===== src/rtl/pc8001_ps2_keymatrix.sv =====
// pc8001_ps2_keymatrix
//   Turns hps_io PS/2 key events into the PC-8001 10x8 active-low keyboard
//   matrix that the core samples through its I/O ports 00h-09h.
//   Events pass through a 3-stage pipeline (detect -> decode -> apply), so a
//   new event can be accepted every cycle.
// Ports:
//   clk_sys    system clock; ps2_key and kbd_row are synchronous to it
//   reset_n    asynchronous active-low reset
//   ps2_key    [10] toggle strobe, [9] make, [8] E0-extended, [7:0] scancode
//   kbd_flush  level; releases every key while high
//   kbd_row    matrix row selected by the core
//   kbd_data   column byte of the selected row, 0 = pressed (1-cycle latency)
//   any_key    1 while any matrix bit (including Shift) is pressed
//   evt_valid  one-cycle pulse when a mapped event reaches the matrix
module pc8001_ps2_keymatrix #(
  parameter int unsigned NUM_ROWS    = 10,
  parameter int unsigned KEY_TIMEOUT = 0,
  parameter int unsigned TO_W        = 32
) (
  input  logic        clk_sys,
  input  logic        reset_n,
  input  logic [10:0] ps2_key,
  input  logic        kbd_flush,
  input  logic [3:0]  kbd_row,
  output logic [7:0]  kbd_data,
  output logic        any_key,
  output logic        evt_valid
);

  localparam int unsigned ROW_W  = 4;
  localparam int unsigned COL_W  = 3;
  localparam int unsigned CODE_W = 8;
  localparam int unsigned DEC_W  = 1 + ROW_W + COL_W;
  localparam int unsigned SHIFT_ROW = 8;
  localparam int unsigned SHIFT_COL = 6;

  // Packs a ROM entry as {hit, row, col}.
  function automatic logic [DEC_W-1:0] rc(input int unsigned r, input int unsigned c);
    return {1'b1, ROW_W'(r), COL_W'(c)};
  endfunction

  logic                strobe_q;
  logic                s1_valid;
  logic                s1_pressed;
  logic                s1_ext;
  logic [CODE_W-1:0]   s1_code;
  logic                s2_hit;
  logic                s2_shl;
  logic                s2_shr;
  logic                s2_pressed;
  logic [ROW_W-1:0]    s2_row;
  logic [COL_W-1:0]    s2_col;
  logic [7:0]          matrix [NUM_ROWS];
  logic                shift_l;
  logic                shift_r;
  logic [TO_W-1:0]     to_cnt;

  logic                new_evt_c;
  logic [DEC_W-1:0]    dec_c;
  logic                dec_shl_c;
  logic                dec_shr_c;
  logic                dec_row_ok_c;
  logic                to_flush_c;
  logic                flush_c;
  logic [7:0]          rd_c;
  logic                any_c;

  // Strobe edge marks a new event; any toggle counts, mapped or not.
  always_comb new_evt_c = ps2_key[10] ^ strobe_q;

  // Internal timeout flush is a single-cycle pulse merged with kbd_flush.
  always_comb begin
    to_flush_c = 1'b0;
    if (KEY_TIMEOUT != 0) to_flush_c = (to_cnt == TO_W'(KEY_TIMEOUT));
    flush_c = kbd_flush | to_flush_c;
  end

  // Scancode ROM: {ext, code} -> {hit, row, col}. Shift keys bypass the matrix.
  always_comb begin
    dec_c     = '0;
    dec_shl_c = 1'b0;
    dec_shr_c = 1'b0;
    case ({s1_ext, s1_code})
      // row 0: keypad 0-7
      9'h070: dec_c = rc(0, 0);
      9'h069: dec_c = rc(0, 1);
      9'h072: dec_c = rc(0, 2);
      9'h07A: dec_c = rc(0, 3);
      9'h06B: dec_c = rc(0, 4);
      9'h073: dec_c = rc(0, 5);
      9'h074: dec_c = rc(0, 6);
      9'h06C: dec_c = rc(0, 7);
      // row 1: keypad 8 9 * + . and RETURN (main and keypad Enter)
      9'h075: dec_c = rc(1, 0);
      9'h07D: dec_c = rc(1, 1);
      9'h07C: dec_c = rc(1, 2);
      9'h079: dec_c = rc(1, 3);
      9'h071: dec_c = rc(1, 6);
      9'h05A: dec_c = rc(1, 7);
      9'h15A: dec_c = rc(1, 7);
      // row 2: @ A-G
      9'h054: dec_c = rc(2, 0);
      9'h01C: dec_c = rc(2, 1);
      9'h032: dec_c = rc(2, 2);
      9'h021: dec_c = rc(2, 3);
      9'h023: dec_c = rc(2, 4);
      9'h024: dec_c = rc(2, 5);
      9'h02B: dec_c = rc(2, 6);
      9'h034: dec_c = rc(2, 7);
      // row 3: H-O
      9'h033: dec_c = rc(3, 0);
      9'h043: dec_c = rc(3, 1);
      9'h03B: dec_c = rc(3, 2);
      9'h042: dec_c = rc(3, 3);
      9'h04B: dec_c = rc(3, 4);
      9'h03A: dec_c = rc(3, 5);
      9'h031: dec_c = rc(3, 6);
      9'h044: dec_c = rc(3, 7);
      // row 4: P-W
      9'h04D: dec_c = rc(4, 0);
      9'h015: dec_c = rc(4, 1);
      9'h02D: dec_c = rc(4, 2);
      9'h01B: dec_c = rc(4, 3);
      9'h02C: dec_c = rc(4, 4);
      9'h03C: dec_c = rc(4, 5);
      9'h02A: dec_c = rc(4, 6);
      9'h01D: dec_c = rc(4, 7);
      // row 5: X Y Z [ \ ] ^ -
      9'h022: dec_c = rc(5, 0);
      9'h035: dec_c = rc(5, 1);
      9'h01A: dec_c = rc(5, 2);
      9'h05B: dec_c = rc(5, 3);
      9'h06A: dec_c = rc(5, 4);
      9'h05D: dec_c = rc(5, 5);
      9'h055: dec_c = rc(5, 6);
      9'h04E: dec_c = rc(5, 7);
      // row 6: 0-7
      9'h045: dec_c = rc(6, 0);
      9'h016: dec_c = rc(6, 1);
      9'h01E: dec_c = rc(6, 2);
      9'h026: dec_c = rc(6, 3);
      9'h025: dec_c = rc(6, 4);
      9'h02E: dec_c = rc(6, 5);
      9'h036: dec_c = rc(6, 6);
      9'h03D: dec_c = rc(6, 7);
      // row 7: 8 9 : ; , . / _
      9'h03E: dec_c = rc(7, 0);
      9'h046: dec_c = rc(7, 1);
      9'h052: dec_c = rc(7, 2);
      9'h04C: dec_c = rc(7, 3);
      9'h041: dec_c = rc(7, 4);
      9'h049: dec_c = rc(7, 5);
      9'h04A: dec_c = rc(7, 6);
      9'h051: dec_c = rc(7, 7);
      // row 8: HOME UP RIGHT DEL GRPH KANA (SHIFT) CTRL
      9'h16C: dec_c = rc(8, 0);
      9'h175: dec_c = rc(8, 1);
      9'h174: dec_c = rc(8, 2);
      9'h066: dec_c = rc(8, 3);
      9'h171: dec_c = rc(8, 3);
      9'h011: dec_c = rc(8, 4);
      9'h111: dec_c = rc(8, 5);
      9'h014: dec_c = rc(8, 7);
      9'h114: dec_c = rc(8, 7);
      9'h012: dec_shl_c = 1'b1;
      9'h059: dec_shr_c = 1'b1;
      // row 9: STOP F1-F5 SPACE ESC
      9'h009: dec_c = rc(9, 0);
      9'h005: dec_c = rc(9, 1);
      9'h006: dec_c = rc(9, 2);
      9'h004: dec_c = rc(9, 3);
      9'h00C: dec_c = rc(9, 4);
      9'h003: dec_c = rc(9, 5);
      9'h029: dec_c = rc(9, 6);
      9'h076: dec_c = rc(9, 7);
      default: ;
    endcase
    // Rows beyond NUM_ROWS are not stored, so such hits are dropped.
    dec_row_ok_c = (32'(dec_c[COL_W +: ROW_W]) < NUM_ROWS);
  end

  // Row read mux; Shift is overlaid onto r8b6 instead of being stored.
  always_comb begin
    rd_c = 8'hFF;
    for (int r = 0; r < NUM_ROWS; r++) begin
      if (kbd_row == ROW_W'(r)) rd_c = matrix[r];
    end
    if ((NUM_ROWS > SHIFT_ROW) && (kbd_row == ROW_W'(SHIFT_ROW)))
      rd_c[SHIFT_COL] = ~(shift_l | shift_r);
  end

  always_comb begin
    any_c = shift_l | shift_r;
    for (int r = 0; r < NUM_ROWS; r++) begin
      if (matrix[r] != 8'hFF) any_c = 1'b1;
    end
  end

  // Event pipeline: detect/capture (stage 1) then decode (stage 2).
  always_ff @(posedge clk_sys or negedge reset_n) begin
    if (!reset_n) begin
      strobe_q   <= 1'b0;
      s1_valid   <= 1'b0;
      s1_pressed <= 1'b0;
      s1_ext     <= 1'b0;
      s1_code    <= '0;
      s2_hit     <= 1'b0;
      s2_shl     <= 1'b0;
      s2_shr     <= 1'b0;
      s2_pressed <= 1'b0;
      s2_row     <= '0;
      s2_col     <= '0;
    end else begin
      strobe_q   <= ps2_key[10];
      s1_valid   <= new_evt_c & ~flush_c;
      s1_pressed <= ps2_key[9];
      s1_ext     <= ps2_key[8];
      s1_code    <= ps2_key[7:0];
      s2_hit     <= s1_valid & dec_c[DEC_W-1] & dec_row_ok_c & ~flush_c;
      s2_shl     <= s1_valid & dec_shl_c & ~flush_c;
      s2_shr     <= s1_valid & dec_shr_c & ~flush_c;
      s2_pressed <= s1_pressed;
      s2_row     <= dec_c[COL_W +: ROW_W];
      s2_col     <= dec_c[COL_W-1:0];
    end
  end

  // Apply stage: matrix/shift update; flush overrides any staged event.
  always_ff @(posedge clk_sys or negedge reset_n) begin
    if (!reset_n) begin
      for (int r = 0; r < NUM_ROWS; r++) matrix[r] <= 8'hFF;
      shift_l   <= 1'b0;
      shift_r   <= 1'b0;
      evt_valid <= 1'b0;
    end else if (flush_c) begin
      for (int r = 0; r < NUM_ROWS; r++) matrix[r] <= 8'hFF;
      shift_l   <= 1'b0;
      shift_r   <= 1'b0;
      evt_valid <= 1'b0;
    end else begin
      for (int r = 0; r < NUM_ROWS; r++) begin
        if (s2_hit && (s2_row == ROW_W'(r))) matrix[r][s2_col] <= ~s2_pressed;
      end
      if (s2_shl) shift_l <= s2_pressed;
      if (s2_shr) shift_r <= s2_pressed;
      evt_valid <= s2_hit | s2_shl | s2_shr;
    end
  end

  // Registered read data and any-key flag.
  always_ff @(posedge clk_sys or negedge reset_n) begin
    if (!reset_n) begin
      kbd_data <= 8'hFF;
      any_key  <= 1'b0;
    end else begin
      kbd_data <= rd_c;
      any_key  <= any_c;
    end
  end

  // Stuck-key timeout counter; saturates rather than wrapping.
  always_ff @(posedge clk_sys or negedge reset_n) begin
    if (!reset_n) begin
      to_cnt <= '0;
    end else if ((KEY_TIMEOUT == 0) || flush_c || new_evt_c || !any_key) begin
      to_cnt <= '0;
    end else if (to_cnt != '1) begin
      to_cnt <= to_cnt + TO_W'(1);
    end
  end

endmodule


===== config.mk =====
export PLATFORM = sky130hd
export DESIGN_NAME = pc8001_ps2_keymatrix
export DESIGN_NICKNAME = d
export VERILOG_FILES = /design/src/rtl/pc8001_ps2_keymatrix.sv
export SDC_FILE = /design/constraint.sdc
export NUM_CORES = 1
export LEC_CHECK = 0
export ABC_AREA = 1
export ABC_CLOCK_PERIOD_IN_PS = 1920
export BUFFER_PORTS_ARGS = -buffer_cell sky130_fd_sc_hd__buf_2
export CORE_ASPECT_RATIO = 0.5
export CORE_MARGIN = 2
export CORE_UTILIZATION = 45
export CTS_CLUSTER_SIZE = 8
export DETAILED_ROUTE_END_ITERATION = 8
export PLACE_DENSITY = 0.71
export SETUP_SLACK_MARGIN = 0.05
export SLEW_MARGIN = 10
export SYNTH_ARGS = -nofsm -noshare
export SYNTH_HDL_FRONTEND = slang
export SYNTH_SLANG_ARGS = --single-unit

===== constraint.sdc =====
create_clock -name clk_sys -period 1.92 [get_ports clk_sys]
set_input_delay 0.192 -clock clk_sys [delete_from_list [all_inputs] [get_ports clk_sys]]
set_output_delay 0.192 -clock clk_sys [all_outputs]
set_load 0.05 [all_outputs]

==> results of run 1 <==
layout by cell type (no fill, tap or decap), types with 2 or more instances in the layout:
cell / netlist / routed
dlygate4sd3_1: 0 / 12
nand3_1: 39 / 39
nor3_2: 3 / 3
o22ai_1: 6 / 6
o211ai_1: 2 / 2
bufinv_16: 0 / 3
buf_4: 0 / 52
a21oi_1: 21 / 20
nand4_1: 25 / 25
nor2_1: 96 / 92
a31oi_1: 5 / 5
dfstp_2: 88 / 88
buf_12: 0 / 3
clkinv_4: 0 / 6
o21ai_0: 148 / 146
buf_2: 4 / 26
o21a_1: 2 / 2
dfrtp_1: 27 / 27
nor2_2: 6 / 10
nor3_1: 17 / 17
nand2_2: 3 / 7
or2_2: 13 / 13
nor4_1: 5 / 5
inv_2: 5 / 9
nor2_4: 2 / 2
o21ai_1: 3 / 5
inv_1: 76 / 72
o31ai_1: 4 / 4
nand2_1: 241 / 237
nand3b_1: 2 / 2
and3_1: 2 / 2
clkbuf_16: 0 / 17
clkinv_2: 0 / 2
Yosys cell counts, types with 2 or more instances:
library cell and instances:
nor4_1 5, a21oi_1 21, nand4_1 25, nor2_2 6
nand3b_1 2, buf_2 4, nand3_1 39, nor3_1 17
o21ai_1 3, nor2_1 96, o31ai_1 4, o21a_1 2
and3_1 2, inv_2 5, inv_1 76, nor3_2 3
o211ai_1 2, dfstp_2 88, a31oi_1 5, o22ai_1 6
or2_2 13, o21ai_0 148, clkbuf_1 11, dfrtp_1 27
nor2_4 2, nand2_1 241, buf_1 2, nor3b_1 2
nand2_2 3
logic make-up after synthesis:
logic type             synth area share
AND/OR/NAND/NOR                   0.310
flip-flops                        0.467
buffers and inverters            0.0611
XOR/XNOR                        0.00137
AO/OA/AOI/OAI                     0.160
report_power, final:
| part | switching [uW] | leakage, uW | internal [uW] |
|---|---|---|---|
| Combinational | 698 | 0.00214 | 325 |
| Sequential | 236 | 0.00127 | 2940 |
| Clock | 1250 | 0.000296 | 2060 |
| Total | 2180 | 0.00370 | 5320 |
what timing repair did:
action                     CTS  global route
setup endpoints to repair    1            33
hold buffers                12             0
pin swaps                    1             2
setup buffers                0             0
resized for setup            2            14
hold endpoints to repair    31             0
stage by stage:
stage,instances,setup WS (ps),TNS (ps),power (uW)
after floorplan,869,420,0,3770
after global placement,1124,39.2,0,4160
after detailed placement,1124,42.4,0,4180
after CTS,1168,58.3,0,7510
after global routing,1168,-112,-225,7800
final,1168,-7.58,-7.58,7510
metal layers:
metal / track usage / wire (um) / vias to the layer above
li1: - / - / 3088
met1: 0.360 / 8890 / 3077
met2: 0.479 / 9400 / 329
met3: 0.0584 / 1620 / 62
met4: 0.130 / 740 / 0
met5: 0 / 0 / -
registers in the layout, indices dropped and copies added (netlist names):
register    count
s2_hit          1
kbd_data        8
s2_col          3
s2_shl          1
matrix         80
shift_r         1
s1_valid        1
strobe_q        1
s1_ext          1
any_key         1
evt_valid       1
s2_shr          1
shift_l         1
s1_pressed      1
s1_code         8
s2_pressed      1
s2_row          4
layout make-up:
type                    instances  area [sq um]  share of cell area
multi-input cells             654          3040               0.386
flip-flops and latches        115          2990               0.379
repair buffers                 93           701              0.0888
clock buffers                  18           429              0.0544
inverters                      82           310              0.0393
well taps                     192           240              0.0304
clock inverters                14           180              0.0228
worst register-to-register path, delay by kind of cell, from the launching register on:
kind / cells / cell delay [ps]
simple gates: 4 / 330
buf+inv: 1 / 200
flops: 1 / 430
compound gates: 2 / 880
how the worst max path moves through the flow:
stage / start / endpoint / slack (ps)
global route: s1_code[6] / s2_hit / -110
floorplan: s1_code[3] / s2_hit / 420
global placement: s1_code[3] / s2_hit / 40
detailed placement: s1_code[3] / s2_hit / 40
CTS: s1_code[3] / s2_hit / 60
finish: s2_hit / matrix[32] / -8
==> summary.md, run 1 <==
In the post-synthesis netlist, the biggest area contributors are dfstp_2 36%, nand2_1 14%, o21ai_0 12%, dfrtp_1 11%, nor2_1 5.6%. Setup repair after global routing could not meet its margin everywhere. The signal on the critical path passes through nand2_1 -> nor2_1 -> a21oi_1 -> inv_1 -> nand2_1 -> nand2_1 -> o21ai_0. The end point of the most critical hold path is evt_valid.

The run gives -8 ps as the flop-to-flop setup slack. The launch instance of the worst min-delay path is kbd_flush. The overall track demand over capacity in global routing is 0.283. The run gives 0.576 as the post-layout utilization of the core. In this run, CTS created clock tree buffers numbering 17. Count of buffer and inverter cells on the critical path: 1.

The class of the most critical hold timing path was primary input to flop. For this run, the leading register cell type out of synthesis is dfstp_2. The number of distinct library cells after synthesis is 38. The async set-or-reset flop fraction in the synthesized netlist came out at 1.00. Cell count of the worst reg-to-reg path: 7. The synthesized netlist occupies a cell area of 6390 sq um. Entering global routing, the biggest net connects 38 pins. The total number of nets in the final design came out at 981. The worst slew margin relative to its limit came out at 0.336. The type of the setup path with the least slack is flop to flop. STA classifies the critical path startpoint as a flop.

The number of hold-slack violations in the final timing report was 0; the number of cells produced by synthesis was 869. Critical path endpoint category: a flop. In this run, the number of DRC markers left after iteration 0 of detailed routing was 674. The clock passes through at most 2 buffers. For this run, the detailed router's first-pass iteration total came to 7.

The total overflow left after global routing is 0. In the routed design, unresolved DRC markers number 0. Max-cap violations in this run came to 0.

From bottom edge to top edge, the die measures 88.3 um. Using the TritonRoute via totals, the vias-per-cell ratio works out to 5.61. The number of enable flip-flop cells after synthesis is 0, and the deepest level of the CTS H-tree is 4.

The horizontal extent of the die came out at 173 um. The number of nets with antenna violations after detailed routing came out at 0. In this run the clock root is driven by a clkbuf_16. The fraction of final layout cells with drive strength greater than 1 came out at 0.254. At the worst endpoint, the required time is 2250 ps.

The post-synthesis area per instance is 7.36 sq um, and the worst-skew pair later-pin latency is 430 ps. The finished cells cover 7890 sq um. The run gives 20.7 mm as the routed wire length.

On the critical path the largest part of the delay comes from compound AO/OA/AOI/OAI gates. The core region is 13700 sq um. The effective utilization at floorplan is 0.467, and the instance area at placement is 7130 sq um. The highest fanout seen on the critical path is 14. The logs give 0 for the final number of max-transition violations and 2260 ps for the worst endpoint data arrival time. The number of antenna diodes in the final layout is 0. The delay contributed by the slowest stage of the critical path came out at 780 ps.

The library cell occupying the most area in the post-synthesis netlist was dfstp_2. Start of the worst register-to-register path: s2_hit. The worst hold path passes through 2 cells. TritonCTS built the clock tree. The count of input and output buffers is 27. The share of the synthesized area in the top cell type is 0.362.

The transition time at the pin with the least slew margin came out at 996 ps. The initial antenna violation count was 0; the number of top-level pins was 28. The run gives 0 as the count of warnings emitted by yosys.

The routed length per instance works out to 17.7 um. For this design the ratio of total power to cell area is 952 nW/um^2. Clock-pin slew was measured on the worst setup and hold paths at 60 ps.

Detailed-placement wirelength estimate: 14.9 mm. Clock skew on the completed layout was measured at 13.6 ps. The total of endpoints with negative setup slack in the final report was 1.

Final cycle utilization of the critical path: 1.00. The total number of clock tree sinks came out at 115. Counting every net in the synthesized netlist gives 887. The run finished, with violations left. Among the stages of the critical path, the cell type that occurs most often is nand2_1.

In this run the core area contains 30 standard-cell rows. The total via count in the routed design was 6556; the post-layout minimum cycle time was 1930 ps. Total die area: 15200 sq um.

The logs give 6286 for the via count of the first global-routing pass and 1.03 for the weighted congestion reported at the end of routability-driven placement. The tools report the sequential area share after synthesis as 0.467. Among all stages on the critical path, the largest delay is contributed by a21oi_1. The tools report the total leakage power as 0.00370 uW. The endpoint of the worst register-to-register path was matrix[32]. The maximum VDD drop is 813 uV, and the number of synthesized register bits is 115. The tools report the achievable clock frequency as 0.519 GHz. The global-route wire length before repair was 33.0 mm; the worst setup slack after layout was -7.58 ps. Hold timing on the final database bottoms out at a slack of 144 ps.

In this run the number of cells on the critical path is 7. The area growth from synthesis to layout is 23.4%. The checks that failed: negative setup slack. Fill cells in the final layout number 1279.
Note: power is estimated with default switching activity, not from simulation.
==> run 2, diff against run 1 <==
--- a/config.mk
+++ b/config.mk
@@ -7,13 +7,13 @@
 export LEC_CHECK = 0
 export ABC_AREA = 1
 export ABC_CLOCK_PERIOD_IN_PS = 1920
-export BUFFER_PORTS_ARGS = -buffer_cell sky130_fd_sc_hd__buf_2
 export CORE_ASPECT_RATIO = 0.5
 export CORE_MARGIN = 2
 export CORE_UTILIZATION = 45
 export CTS_CLUSTER_SIZE = 8
 export DETAILED_ROUTE_END_ITERATION = 8
-export PLACE_DENSITY = 0.71
+export DONT_BUFFER_PORTS = 1
+export PLACE_DENSITY = 0.7
 export SETUP_SLACK_MARGIN = 0.05
 export SLEW_MARGIN = 10
 export SYNTH_ARGS = -nofsm -noshare
==> summary.md, run 2 (same netlist as run 1, synthesis figures left out) <==
The run finished, with violations left. The checks that failed: negative hold slack. Setup violations remaining at the end of the flow were counted as 0. The via count of the first global-routing pass was 5832. Leaving out fill and tap cells, the most frequent cell in the layout is nand2_1.

The layer with the highest usage is met2. For this block, the initial DRC count from the detailed router was 608. The worst setup path is of the flop to flop kind.

During placement, the flow inserted port buffers numbering 0. The effective utilization at floorplan was 0.467; the routed wire length was 19.3 mm. The filler cells instantiated in the layout total 1271. The fraction of final layout cells with drive strength greater than 1 works out to 0.215. Total chip power: 7250 uW. Across the VDD grid, the largest voltage drop is 659 uV.

The placeable core area is 13700 sq um. Aggregate global routing overflow: 0. The worst setup path is captured at a flop.

Combinational fraction of design power: 0.107. The die covers 15200 sq um. Dividing total power by cell area gives a power density of 965 nW/um^2. In this run the clock root is driven by a clkbuf_16. Adding up every negative setup slack in the final design gives 0 ps. In this run the number of H-tree levels came out at 4. At the pin with the least slew margin, the transition time is 577 ps. The met1 usage is 0.351, and the post-layout utilization of the core is 0.549. The tools report the endpoint of the worst register-to-register path as s2_col[0]. Clock share of power: 0.438.

On the final layout, the worst clock skew is 10.1 ps. For the worst-skew pair, the clock arrives at the later sink with an insertion delay of 420 ps. The post-layout minimum cycle time came out at 1820 ps.

The switching power share of the total came out at 0.287. The register share of total power is 0.454. The largest registers in the layout are matrix: 80 flops, kbd_data: 8 flops, s1_code: 8 flops.

The post-cts hold buffer count was 12. The run gives 0 as the count of max-cap constraint violations. The largest register by flop count is matrix.

The overall track demand over capacity in global routing is 0.265. The flip-flop count of the largest register after layout came out at 80. Setup repair after global routing could not meet its margin everywhere. The footprint of the multi-input gates came out at 3060 sq um. The logs give 0 for the initial antenna violation count and 5170 uW for the internal portion of total power. For this design the total switching power over the nets is 2080 uW. The logs give 0.615 for the worst slew margin relative to its limit and 0.429 for the met2 routing resource usage after global routing. The wire-length estimate of the detail-placed layout is 13.7 mm. Data on the critical path is required at its endpoint by 2190 ps. For the weighted congestion reported at the end of routability-driven placement, the log shows 0.981. Placement row count: 30. Entering global routing, the biggest net connects 116 pins. The first global-routing pass estimated 31.0 mm of wire. In this run the deepest clock path goes through 2 buffers. In this run the remaining antenna-violating nets after routing total 0. The area added between synthesis and finish was 17.6%. The routed length per instance works out to 17.3 um. In this run the critical register-to-register path is launched from s1_code[3].

The worst hold margin is -532 ps, and the total leakage power is 0.00345 uW. The number of vias per cell after detailed routing is 5.62, and the achievable clock frequency is 0.550 GHz. The TritonCTS buffer count is 17, and the global routing usage on met3 is 0.0644.

Summing all flip-flop and latch instances after layout gives 2990 sq um. The highest fanout seen on the critical path was 5; the cell count of the worst reg-to-reg path was 9. The die is 88.3 um tall. For this design, the sink count on the clock tree is 115. The run gives 115 as the number of hold-slack violations in the final timing report. The final number of max-transition violations was 0; the final cycle utilization of the critical path was 0.947. After clock tree synthesis, the clock-pin slew on the worst setup and hold paths is 60 ps.

TritonCTS built the clock tree. The kind of start point of the critical path was a flop. The horizontal extent of the die was 173 um.

In the routed design, unresolved DRC markers number 0. Across all layers, the routed design uses 6263 vias. The first detailed-routing pass ran for 5 iterations.

The logs give 100 ps for the flop-to-flop setup slack and 0 for the count of antenna diodes in the layout. 28 I/O pins were placed. Data on the critical path arrives at its endpoint at 2090 ps.

Total number of nets in the final design: 928. The class of the most critical hold timing path was primary input to async pin. The library cells used most frequently in the layout, excluding fill and tap cells, are 238 x nand2_1, 148 x o21ai_0, 90 x nor2_1.
[run 2: what timing repair did]
item	in CTS	in global routing
resized for setup	0	16
buffers inserted	0	1
hold endpoints to repair	128	115
endpoints found under the setup margin	0	24
[run 2: cell type report]
class	count	area share
Inverter	82	0.0413
Multi-Input combinational cell	654	0.407
Tap cell	192	0.0320
Clock inverter	14	0.0198
Timing Repair Buffer	40	0.0439
Clock buffer	18	0.0584
Sequential cell	115	0.398
[run 2: through the flow]
| stage | instance area [sq um] | std cells | hold slack (ps) | setup WS, ps |
|---|---|---|---|---|
| final | 7520 | 1115 | -532 | 102 |
| after detailed placement | 6760 | 1070 | -101 | 68.5 |
| after global placement | 6760 | 1070 | -102 | 54.1 |
| after global routing | 7520 | 1115 | -552 | -16.4 |
| after floorplan | 6390 | 869 | -104 | 420 |
| after CTS | 7460 | 1114 | -545 | 57.1 |
[run 2: critical path, cell delays in order (launching register included)]
cell	delay, ps
dfrtp_1	440
nand2_1	150
inv_1	90
nand2_2	100
inv_1	110
nand2_1	130
nor3b_2	240
nand3b_1	100
nor2_1	190
nand3_1	130
[run 2: metal layers]
layer / share of wire / up-vias
met4: 0.029 / 0
met2: 0.44 / 243
met5: 0 / -
met1: 0.45 / 2995
li1: - / 2976
met3: 0.077 / 49
[run 2: how the worst max path moves through the flow]
| stage | startpoint | end | slack [ps] | cells past startpoint |
|---|---|---|---|---|
| after floorplan | s1_code[3] | s2_hit | 420 | 12 |
| after global placement | s1_code[0] | s2_hit | 50 | 12 |
| after detailed placement | s1_code[2] | s2_hit | 70 | 12 |
| after CTS | s1_code[2] | s2_hit | 60 | 12 |
| after global routing | s1_code[2] | s2_hit | -20 | 13 |
| final | s1_code[3] | s2_col[0] | 100 | 9 |
[run 2: power groups by stage]
stage | combinational, uW | clock, uW | sequential (uW)
2_1_floorplan | 544 | 0 | 3230
3_3_place_gp | 713 | 0 | 3310
3_5_place_dp | 734 | 0 | 3320
4_1_cts | 759 | 3210 | 3290
5_1_grt | 890 | 3330 | 3330
6_report | 778 | 3180 | 3290
==> run 3, diff against run 2 <==
--- a/config.mk
+++ b/config.mk
@@ -9,11 +9,11 @@
 export ABC_CLOCK_PERIOD_IN_PS = 1920
 export CORE_ASPECT_RATIO = 0.5
 export CORE_MARGIN = 2
-export CORE_UTILIZATION = 45
+export CORE_UTILIZATION = 55
 export CTS_CLUSTER_SIZE = 8
 export DETAILED_ROUTE_END_ITERATION = 8
 export DONT_BUFFER_PORTS = 1
-export PLACE_DENSITY = 0.7
+export PLACE_DENSITY = 0.8
 export SETUP_SLACK_MARGIN = 0.05
 export SLEW_MARGIN = 10
 export SYNTH_ARGS = -nofsm -noshare
==> summary.md, run 3 (same netlist as run 1, synthesis figures left out) <==
In the final layout, the registers with the most flip-flops are matrix: 80 flops, kbd_data: 8 flops, s1_code: 8 flops. The total die area is 12600 sq um. After layout, the design draws a total of 7400 uW.

The clock reaches the later pin of the worst-skew pair after 420 ps. The area added between synthesis and finish is 16.9%, and the detailed-router iteration count before antenna repair is 6. The run gives 0.670 as the post-layout utilization of the core.

The min-delay analysis places its worst path in the category primary input to async pin. The transition time at the pin with the least slew margin is 562 ps, and the global-route wire length before repair is 31.6 mm. The via count of the first global-routing pass came out at 6323. Counting flops per register, the top entry is matrix.

The kind of start point of the critical path is a flop. In this run the remaining antenna-violating nets after routing total 0. The worst hold margin is -535 ps, and the total via count in the routed design is 6363. Amount of wire on met2 after detailed routing: 9.05 mm. The count of antenna diodes in the layout was 0; the total power divided by cell area was 990 nW/um^2. In this run the register-to-register setup slack is 130 ps. The tools report the effective utilization at floorplan as 0.573.

The signal on the critical path passes through buf_4 -> nor3_2 -> nand2_1 -> and2_1 -> o31ai_1 -> nor2_1 -> nand4_1. The post-route cell area was 7470 sq um; the worst slew margin relative to its limit was 0.625. The highest fanout seen on the critical path was 9. Leaving out fill and tap cells, the most frequent cell in the layout is nand2_1. In this run the count of I/O pins placed on the die edge is 28. In the layout the commonest cells are 233 x nand2_1, 148 x o21ai_0, 88 x dfstp_2. After clock tree synthesis, the clock-pin slew on the worst setup and hold paths is 60 ps. Entering global routing, the biggest net connects 116 pins. Highest routing layer actually used: met4.

CTS built an H-tree with a depth of 4. Row generation in the floorplan step produced 27 rows. For this run, the top clock speed supported by timing is 0.558 GHz. For the final routed database, the setup TNS stands at 0 ps. The maximum VDD drop is 469 uV, and the number of vias per cell after detailed routing is 5.99.

The total of endpoints with negative setup slack in the final report was 0. The final reports fail on negative hold slack. For the finished layout, the period the worst path requires is 1790 ps. Final number of max-transition violations: 0. After detailed routing, the average wire length per cell comes to 18.5 um. Final cycle utilization of the critical path: 0.934.

The post-cts hold buffer count was 12; the TritonCTS buffer count was 17. The register with the most flip-flops in the layout has 80 of them. TritonCTS built the clock tree. The run gives 2.09 mm as the wire length on met3. Summed over all cells, the static leakage comes to 0.00343 uW. Once detailed placement completed, the half-perimeter wirelength came to 13.9 mm. For the DRC violations left, the log shows 0. The placed instances occupy a cell area of 6650 sq um. The total area inside the core boundary comes to 11100 sq um.

STA classifies the critical path endpoint as a flop. The die is 156 um wide. The DRC marker count from the first detailed-route iteration is 529. The met1 wire length is 7.99 mm, and the delay contributed by the slowest stage of the critical path is 400 ps.

For the weighted congestion reported at the end of routability-driven placement, the log shows 1.01. Clock tree synthesis selected as its root buffer the cell clkbuf_16. The initial antenna violation count is 0, and the aggregate global routing overflow is 0.

Port buffering added 0 buffers. Measured along the y axis, the die boundary spans 80.2 um. The flow ran to the end, but the final reports show violations. The fraction of final layout cells with drive strength greater than 1 is 0.225. The critical-path cell with the highest stage delay is dfrtp_1.

Setup repair after global routing could not meet its margin everywhere. Number of hold-slack violations in the final timing report: 115. The overall track demand over capacity in global routing came out at 0.331. The clock arrives with 7.99 ps of skew. The data required time at the worst endpoint is 2260 ps.

The type of the setup path with the least slack is flop to flop. Clock tree synthesis found a total of 115 sinks. The net count of the finished layout is 922. The count of max-cap constraint violations is 0, and the buffer levels on the longest clock path is 2. The logs give 19.6 mm for the routed wire length and 2130 ps for the worst endpoint data arrival time.
## run 3: cell count changes in the layout (fill, tap and decap cells not counted), sizes merged
cell / before / now
clkinv: 5 / 4
inv: 87 / 86
bufinv: 2 / 3
buf: 28 / 22
clkinvlp: 2 / 3
## run 3: final cells by class
type                            instances  area (sq um)
Fill cell                             883          3670
Multi-Input combinational cell        654          3100
Sequential cell                       115          2990
Clock buffer                           18           429
Inverter                               82           310
Timing Repair Buffer                   34           285
Tap cell                              145           181
Clock inverter                         14           179
## run 3: routing by layer
metal,vias to the layer above,track usage
met5,-,0
met4,0,0.131
met3,47,0.0863
met2,380,0.542
met1,2981,0.425
li1,2955,-
## run 3: final timing paths
kind                            cells after the start  startpoint         end
worst max register to register                      7      s1_ext   s2_col[1]
max in group asynchronous                           0     reset_n   matrix[7]
min in group clk_sys                                2   kbd_flush  matrix[57]
worst min register to register                      0  s1_pressed  s2_pressed
worst min-delay path                                0     reset_n  s1_code[7]
worst max-delay path                                7      s1_ext   s2_col[1]
## run 3: critical path: cells and delay by family, from the launching register on
kind,cells,cell delay [ps]
AO/OA/AOI/OAI,1,80
buffers and inverters,1,190
flip-flops,1,400
AND/OR/NAND/NOR,5,1040
## run 3: per-stage QoR
step | worst slack (ps) | std cells | hold WS (ps)
2_1_floorplan | 420 | 869 | -104
3_3_place_gp | 58.5 | 1017 | -102
3_5_place_dp | 106 | 1017 | -102
4_1_cts | 91.7 | 1061 | -539
5_1_grt | 33.3 | 1062 | -540
6_report | 127 | 1062 | -535
## run 3: power by group
group	internal, uW	switching [uW]
Combinational	266	524
Clock	2060	1240
Sequential	2950	359
## run 3: timing repair
action | 4_1_cts | 5_1_grt
endpoints found under the setup margin | 0 | 20
endpoints found under the hold margin | 128 | 115
buffers inserted | 0 | 1
resized for setup | 0 | 33
